File: config.mk
export PLATFORM = sky130hd
export DESIGN_NAME = hazard_scoreboard_unit
export DESIGN_NICKNAME = d
export VERILOG_FILES = /design/src/rtl/hazard_scoreboard_unit.sv
export SDC_FILE = /design/constraint.sdc
export NUM_CORES = 1
export LEC_CHECK = 0
export CORE_MARGIN = 10
export CORE_UTILIZATION = 30
export DETAILED_ROUTE_END_ITERATION = 8
export GPL_TIMING_DRIVEN = 0
export MAX_ROUTING_LAYER = met4
export PLACE_DENSITY_LB_ADDON = 0.2
export SLEW_MARGIN = 20
export SYNTH_ARGS = -nofsm -noshare
export SYNTH_HDL_FRONTEND = slang
export SYNTH_SLANG_ARGS = --single-unit
File: constraint.sdc
create_clock -name CPU_CLK -period 3.95 [get_ports CPU_CLK]
set_clock_uncertainty 0.1 [all_clocks]
set_input_delay 0.395 -clock CPU_CLK [delete_from_list [all_inputs] [get_ports CPU_CLK]]
set_output_delay 0.395 -clock CPU_CLK [all_outputs]
set_load 0.1 [all_outputs]
File: src/rtl/hazard_scoreboard_unit.sv
`default_nettype none
// ============================================================================
// Module   : hazard_scoreboard_unit
// Purpose  : Hazard control for a 5-stage RV32 pipeline (F,D,E,M,W).
//            - per-register pending-write scoreboard for multicycle ops
//            - I/D-cache miss freeze FSM
//            - two-source operand forwarding (M beats W)
//            - saturating stall / miss performance counters
// Ports    : CPU_CLK, CPU_RST             clock, synchronous active-high reset
//            ICacheMiss, DCacheMiss       level miss indications
//            BranchE, JalrE, JalD         control-flow redirects
//            Rs1D/Rs2D/Rs1E/Rs2E          source indices in D / E
//            RdE/RdM/RdW                  destination indices in E / M / W
//            RegReadD/RegReadE            [1]=rs1 used, [0]=rs2 used
//            RegWriteM/RegWriteW          stage writes Rd
//            MemToRegE, LongOpE           load / multicycle op in E
//            LongDoneW, LongRdW           multicycle writeback
//            StallF..W, FlushF..W         stage hold / bubble controls
//            Forward1E, Forward2E         00 regfile, 10 from M, 01 from W
//            StallCnt, MissCnt            saturating perf counters
// Revision : 1.0  initial release
// ============================================================================
module hazard_scoreboard_unit #(
  parameter int REG_AW   = 5,
  parameter int MAX_LONG = 4,
  parameter int CNT_W    = 32
) (
  input  logic              CPU_CLK,
  input  logic              CPU_RST,
  input  logic              ICacheMiss,
  input  logic              DCacheMiss,
  input  logic              BranchE,
  input  logic              JalrE,
  input  logic              JalD,
  input  logic [REG_AW-1:0] Rs1D,
  input  logic [REG_AW-1:0] Rs2D,
  input  logic [REG_AW-1:0] Rs1E,
  input  logic [REG_AW-1:0] Rs2E,
  input  logic [REG_AW-1:0] RdE,
  input  logic [REG_AW-1:0] RdM,
  input  logic [REG_AW-1:0] RdW,
  input  logic [1:0]        RegReadD,
  input  logic [1:0]        RegReadE,
  input  logic              RegWriteM,
  input  logic              RegWriteW,
  input  logic              MemToRegE,
  input  logic              LongOpE,
  input  logic              LongDoneW,
  input  logic [REG_AW-1:0] LongRdW,
  output logic              StallF,
  output logic              StallD,
  output logic              StallE,
  output logic              StallM,
  output logic              StallW,
  output logic              FlushF,
  output logic              FlushD,
  output logic              FlushE,
  output logic              FlushM,
  output logic              FlushW,
  output logic [1:0]        Forward1E,
  output logic [1:0]        Forward2E,
  output logic [CNT_W-1:0]  StallCnt,
  output logic [CNT_W-1:0]  MissCnt
);

  localparam int c_NREG  = 1 << REG_AW;
  localparam int c_OUT_W = $clog2(MAX_LONG + 1);
  localparam logic [c_OUT_W-1:0] c_MAX_OUT = c_OUT_W'(MAX_LONG);

  typedef enum logic [1:0] {
    S_IDLE  = 2'd0,
    S_DMISS = 2'd1,
    S_IMISS = 2'd2
  } state_t;

  state_t             state_q, state_d;
  logic [c_NREG-1:0]  pending_q, pending_d;
  logic [c_OUT_W-1:0] outst_q, outst_d;
  logic [CNT_W-1:0]   stall_cnt_q, miss_cnt_q;

  logic w_freeze, w_struct, w_redir_e, w_raw1, w_raw2;
  logic w_fwd1_m, w_fwd1_w, w_fwd2_m, w_fwd2_w;
  logic w_issue, w_done, w_miss_evt;

  // Freeze covers the entry cycle (miss already high) and every cycle the FSM
  // is not idle, including the exit cycle where both misses have dropped.
  assign w_freeze  = (state_q != S_IDLE) | ICacheMiss | DCacheMiss;
  // Structural: no free slot, or the op would overwrite a still-pending Rd (WAW).
  assign w_struct  = LongOpE & ((outst_q == c_MAX_OUT) | pending_q[RdE]);
  assign w_redir_e = BranchE | JalrE;
  // Load-use and multicycle-use: producer still in E or result still pending.
  assign w_raw1 = RegReadD[1] & (Rs1D != '0) &
                  (pending_q[Rs1D] | ((MemToRegE | LongOpE) & (RdE == Rs1D)));
  assign w_raw2 = RegReadD[0] & (Rs2D != '0) &
                  (pending_q[Rs2D] | ((MemToRegE | LongOpE) & (RdE == Rs2D)));

  always_comb begin
    StallF = 1'b0; StallD = 1'b0; StallE = 1'b0; StallM = 1'b0; StallW = 1'b0;
    FlushF = 1'b0; FlushD = 1'b0; FlushE = 1'b0; FlushM = 1'b0; FlushW = 1'b0;
    if (CPU_RST) begin
      FlushF = 1'b1; FlushD = 1'b1; FlushE = 1'b1; FlushM = 1'b1; FlushW = 1'b1;
    end else if (w_freeze) begin
      // Redirects in E are held in place and take effect after the freeze.
      StallF = 1'b1; StallD = 1'b1; StallE = 1'b1; StallM = 1'b1;
      FlushW = 1'b1;
    end else if (w_struct) begin
      StallF = 1'b1; StallD = 1'b1; StallE = 1'b1;
      FlushM = 1'b1;
    end else if (w_redir_e) begin
      FlushD = 1'b1; FlushE = 1'b1;
    end else if (JalD) begin
      FlushD = 1'b1;
    end else if (w_raw1 | w_raw2) begin
      StallF = 1'b1; StallD = 1'b1;
      FlushE = 1'b1;
    end
  end

  assign w_fwd1_m = RegReadE[1] & RegWriteM & (RdM != '0) & (RdM == Rs1E);
  assign w_fwd1_w = RegReadE[1] & RegWriteW & (RdW != '0) & (RdW == Rs1E);
  assign w_fwd2_m = RegReadE[0] & RegWriteM & (RdM != '0) & (RdM == Rs2E);
  assign w_fwd2_w = RegReadE[0] & RegWriteW & (RdW != '0) & (RdW == Rs2E);

  assign Forward1E = CPU_RST  ? 2'b00 :
                     w_fwd1_m ? 2'b10 :
                     w_fwd1_w ? 2'b01 : 2'b00;
  assign Forward2E = CPU_RST  ? 2'b00 :
                     w_fwd2_m ? 2'b10 :
                     w_fwd2_w ? 2'b01 : 2'b00;

  // A long op only enters the scoreboard when it actually leaves E this cycle.
  assign w_issue = LongOpE & (RdE != '0) & ~StallE & ~FlushE;
  // A completion with nothing outstanding is stale and ignored.
  assign w_done  = LongDoneW & (outst_q != '0);

  always_comb begin
    pending_d = pending_q;
    if (w_done) pending_d[LongRdW] = 1'b0;
    // Applied after the clear so a same-edge set of the same register wins.
    if (w_issue) pending_d[RdE] = 1'b1;
    pending_d[0] = 1'b0;
    outst_d = outst_q;
    case ({w_issue, w_done})
      2'b10:   outst_d = outst_q + 1'b1;
      2'b01:   outst_d = outst_q - 1'b1;
      default: outst_d = outst_q;
    endcase
  end

  always_comb begin
    state_d = state_q;
    case (state_q)
      S_IDLE: begin
        if (DCacheMiss)      state_d = S_DMISS;
        else if (ICacheMiss) state_d = S_IMISS;
      end
      S_DMISS: begin
        if (!DCacheMiss && ICacheMiss)       state_d = S_IMISS;
        else if (!DCacheMiss && !ICacheMiss) state_d = S_IDLE;
      end
      S_IMISS: begin
        if (DCacheMiss)       state_d = S_DMISS;
        else if (!ICacheMiss) state_d = S_IDLE;
      end
      default: state_d = S_IDLE;
    endcase
  end

  // Counts entries into a miss state and every D<->I switch.
  assign w_miss_evt = (state_d != state_q) & (state_d != S_IDLE);

  always_ff @(posedge CPU_CLK) begin
    if (CPU_RST) begin
      state_q     <= S_IDLE;
      pending_q   <= '0;
      outst_q     <= '0;
      stall_cnt_q <= '0;
      miss_cnt_q  <= '0;
    end else begin
      state_q   <= state_d;
      pending_q <= pending_d;
      outst_q   <= outst_d;
      if (StallF && (stall_cnt_q != '1)) stall_cnt_q <= stall_cnt_q + 1'b1;
      if (w_miss_evt && (miss_cnt_q != '1)) miss_cnt_q <= miss_cnt_q + 1'b1;
    end
  end

  assign StallCnt = stall_cnt_q;
  assign MissCnt  = miss_cnt_q;

endmodule
`default_nettype wire

==> load_flow_metrics.sql <==
INSERT INTO impl_metrics (metric_group, metric, value, unit) VALUES
('die', 'die_h', '162', 'um'),
('cts', 'cts_root_buffer', 'sky130_fd_sc_hd__clkbuf_16', ''),
('detailed_routing', 'routed_wire_length_per_instance', '17.8', 'um'),
('critical_path', 'worstReg2RegEnd', 'outst_q[2]', ''),
('finish', 'final_util', '0.407', ''),
('yosys', 'post_synthesis_instance_total', '726', ''),
('critical_path', 'timing.critical_path.required', '3.45', 'ns'),
('status', 'status', 'finished clean', ''),
('worst_hold_path', 'min_path_cells', '2', ''),
('critical_path', 'cpLargestDelayFamily', 'buffers and inverters', ''),
('timing', 'max_freq', '259', 'MHz'),
('critical_path', 'crit_end_category', 'output pin', ''),
('critical_path', 'crit_buf_inv', '3', ''),
('timing', 'final.period_utilization', '0.976', ''),
('critical_path', 'worst-r2r-cell-count', '13', ''),
('grt', 'grt_use_total', '0.155', ''),
('timing', 'fin_tns_setup', '0', 'ns'),
('yosys', 'synthFlopType', 'sky130_fd_sc_hd__dfxtp_1', ''),
('finish', 'layout_common_cells', 'sky130_fd_sc_hd__clkdlybuf4s50_1, sky130_fd_sc_hd__dfxtp_1, sky130_fd_sc_hd__o21ai_0, sky130_fd_sc_hd__nor2_1, sky130_fd_sc_hd__a21oi_1', ''),
('die', 'num_io_pins', '134', ''),
('critical_path', 'cp_data_arrival_time', '3.36', 'ns'),
('timing', 'final-hold-violation-count', '0', ''),
('critical_path', 'rr_startpoint', 'pending_q[30]', ''),
('timing', 'tightestPinTransition', '1.03', 'ns'),
('timing', 'finalHoldWorstSlack', '0.401', 'ns'),
('die', 'num_rows', '51', ''),
('finish', 'antenna_cells', '0', ''),
('critical_path', 'worst-path-stages', '8', ''),
('timing', 'slew_headroom', '0.313', ''),
('timing', 'maxSlewViolCount', '0', ''),
('timing', 'setup_viol_count_final', '0', ''),
('cts', 'clock_sinks', '100', ''),
('yosys', 'async_flop_share', '0', ''),
('critical_path', 'worstSetupStartpointType', 'input port', ''),
('power_and_ir_drop', 'switching_power', '0.711', 'mW'),
('worst_hold_path', 'timing.hold.worst_endpoint', 'StallCnt[30]', ''),
('placed_design', 'detailed_place_hpwl', '15.5', 'mm'),
('placed_design', 'buffer_ports.inserted', '126', ''),
('die', 'initial_core_util', '0.308', ''),
('timing', 'min_period', '3.86', 'ns'),
('cts', 'cts_max_level', '3', ''),
('detailed_routing', 'post_drt_via_cell_ratio', '5.24', ''),
('yosys', 'netlist_top_cells_area', 'sky130_fd_sc_hd__dfxtp_1, sky130_fd_sc_hd__o21ai_0, sky130_fd_sc_hd__xor2_1', ''),
('detailed_routing', 'antenna_violating_nets_post_route', '0', ''),
('detailed_routing', 'first_pass_iters', '5', ''),
('yosys', 'synthesis_stage_register_bit_count', '100', ''),
('critical_path', 'crit_path_top_delay_cell', 'sky130_fd_sc_hd__dlygate4sd2_1', ''),
('yosys', 'synth.cell_area', '6060', 'um^2'),
('cts', 'cts_buffers', '9', ''),
('grt', 'grt_pass1_vias', '5686', ''),
('power_and_ir_drop', 'pwr-share-clk', '0.403', ''),
('power_and_ir_drop', 'power.combinational.fraction', '0.166', ''),
('grt', 'grt_pass1_wl', '31.9', 'mm'),
('cts', 'cts.reportedPaths.clkPinSlew', '0.08', 'ns'),
('yosys', 'avgSynthCellArea', '8.34', 'um^2'),
('yosys', 'cell_variety_after_synth', '62', ''),
('yosys', 'synth_seq_area_share', '0.331', ''),
('critical_path', 'cp_cell_sequence', 'clkdlybuf4s50_1, buf_4, or3b_1, o22ai_1, o21ai_0, a41oi_1, or2_2, dlygate4sd2_1', ''),
('finish', 'finalNetCount', '926', ''),
('placed_design', 'placed_cell_area', '7650', 'um^2'),
('die', 'placeableCoreArea', '19700', 'um^2'),
('cts', 'clock_tree_from_tritoncts', 'built', ''),
('grt', 'grt.overflow.total', '0', ''),
('finish', 'layout-drive-gt1-share', '0.0827', ''),
('finish', 'post_route_cell_area', '7990', 'um^2'),
('critical_path', 'timing.reg2reg.setup_slack', '0.48', 'ns'),
('timing', 'setup_repair_after_global_routing_missed_its_margin', 'true', ''),
('critical_path', 'slowest_delay', '0.87', 'ns'),
('worst_hold_path', 'class_of_the_tightest_hold_or_removal_check', 'reg2reg', ''),
('critical_path', 'classification_of_the_worst_setup_path', 'in2out', ''),
('placed_design', 'routability_driven_placement_congestion_ratio', '0.873', '');
logic make-up after synthesis:
kind of cell               count (synthesis)  share of synthesized area
adders and majority gates                  4                    0.00950
buffers and inverters                     52                     0.0403
other                                      1                   0.000619
muxes                                     40                     0.0915
and+or+nand+nor                          292                      0.265
DFF                                      100                      0.331
AOI/OAI and AO/OA                        176                      0.174
xor gates and xnor gates                  61                     0.0882
synthesized netlist by cell type (6+ instances only):
master and count:
sky130_fd_sc_hd__a21oi_1 44, sky130_fd_sc_hd__and3_1 8, sky130_fd_sc_hd__and4_1 8, sky130_fd_sc_hd__buf_2 9, sky130_fd_sc_hd__buf_4 6, sky130_fd_sc_hd__clkbuf_1 18, sky130_fd_sc_hd__dfxtp_1 100, sky130_fd_sc_hd__inv_1 14
sky130_fd_sc_hd__mux2_2 6, sky130_fd_sc_hd__mux2i_1 22, sky130_fd_sc_hd__mux4_2 9, sky130_fd_sc_hd__nand2_1 32, sky130_fd_sc_hd__nand2b_1 12, sky130_fd_sc_hd__nand3_1 33, sky130_fd_sc_hd__nand3b_1 6, sky130_fd_sc_hd__nand4_1 19
sky130_fd_sc_hd__nor2_1 56, sky130_fd_sc_hd__nor2b_1 39, sky130_fd_sc_hd__nor3_1 9, sky130_fd_sc_hd__nor4_1 8, sky130_fd_sc_hd__o21ai_0 82, sky130_fd_sc_hd__o21ai_1 16, sky130_fd_sc_hd__or3_1 37, sky130_fd_sc_hd__or4_1 9
sky130_fd_sc_hd__xnor2_1 20, sky130_fd_sc_hd__xor2_1 41
routing by layer:
| metal | GRT usage | up-vias | wire length [um] |
|---|---|---|---|
| li1 | - | 2919 | - |
| met1 | 0.208 | 2820 | 9730 |
| met2 | 0.227 | 197 | 8890 |
| met3 | 0.0339 | 20 | 1300 |
| met4 | 0.0455 | 0 | 326 |
| met5 | - | - | 0 |
worst register-to-register path: stages, from the launching register on:
cell and delay (ns):
sky130_fd_sc_hd__dfxtp_1 0.35, sky130_fd_sc_hd__mux4_2 0.46, sky130_fd_sc_hd__mux2i_1 0.32, sky130_fd_sc_hd__a221oi_1 0.19, sky130_fd_sc_hd__a2111oi_4 0.34, sky130_fd_sc_hd__o22ai_2 0.21, sky130_fd_sc_hd__a211oi_2 0.31, sky130_fd_sc_hd__o31ai_1 0.15
sky130_fd_sc_hd__ha_1 0.23, sky130_fd_sc_hd__inv_1 0.07, sky130_fd_sc_hd__fa_1 0.17, sky130_fd_sc_hd__xor2_1 0.07, sky130_fd_sc_hd__or3_1 0.30, sky130_fd_sc_hd__a21oi_1 0.13
sequential cells by signal, indices dropped and copies added (netlist names):
signal	cells
outst_q	3
pending_q	31
MissCnt	32
state_q	2
StallCnt	32
power groups by stage:
stage	sequential, mW	combinational (mW)	clock [mW]
floorplan	1.10	0.206	0
global placement	1.05	0.395	0
detailed placement	1.05	0.397	0
CTS	1.03	0.396	0.984
global route	1.03	0.424	1.02
finish	1.03	0.396	0.964
area by class of cell:
class	count	area, um^2
tap	265	332
fill	2068	11700
inverter	14	52.6
clock inverter	6	76.3
timing repair buffer	129	1270
buffer	38	195
multi-input combinational	574	3820
sequential	100	2000
clock buffer	10	239
how the worst max path moves through the flow:
stage                          start    endpoint
after global routing          RdE[3]  outst_q[2]
after CTS                    CPU_RST      FlushM
final                         RdE[3]      StallE
after detailed placement      RdE[3]      StallF
after global placement        RdE[3]      StallF
after floorplan           DCacheMiss      FlushE
timing repair:
item,in CTS,in global routing
pin swaps,0,1
setup buffers,0,3
hold endpoints to repair,0,0
endpoints found under the setup margin,8,7
gates resized for setup,17,7
per-stage QoR:
stage               total power [mW]  worst slack (ns)  instances
finish                          2.39            0.0942       1136
global route                    2.47           -0.0607       1136
CTS                             2.41           0.00502       1133
detailed placement              1.45            -0.608       1117
global placement                1.45            -0.571       1117
floorplan                       1.30            0.0511        726
No activity file was read; power rests on OpenSTA's default activity.
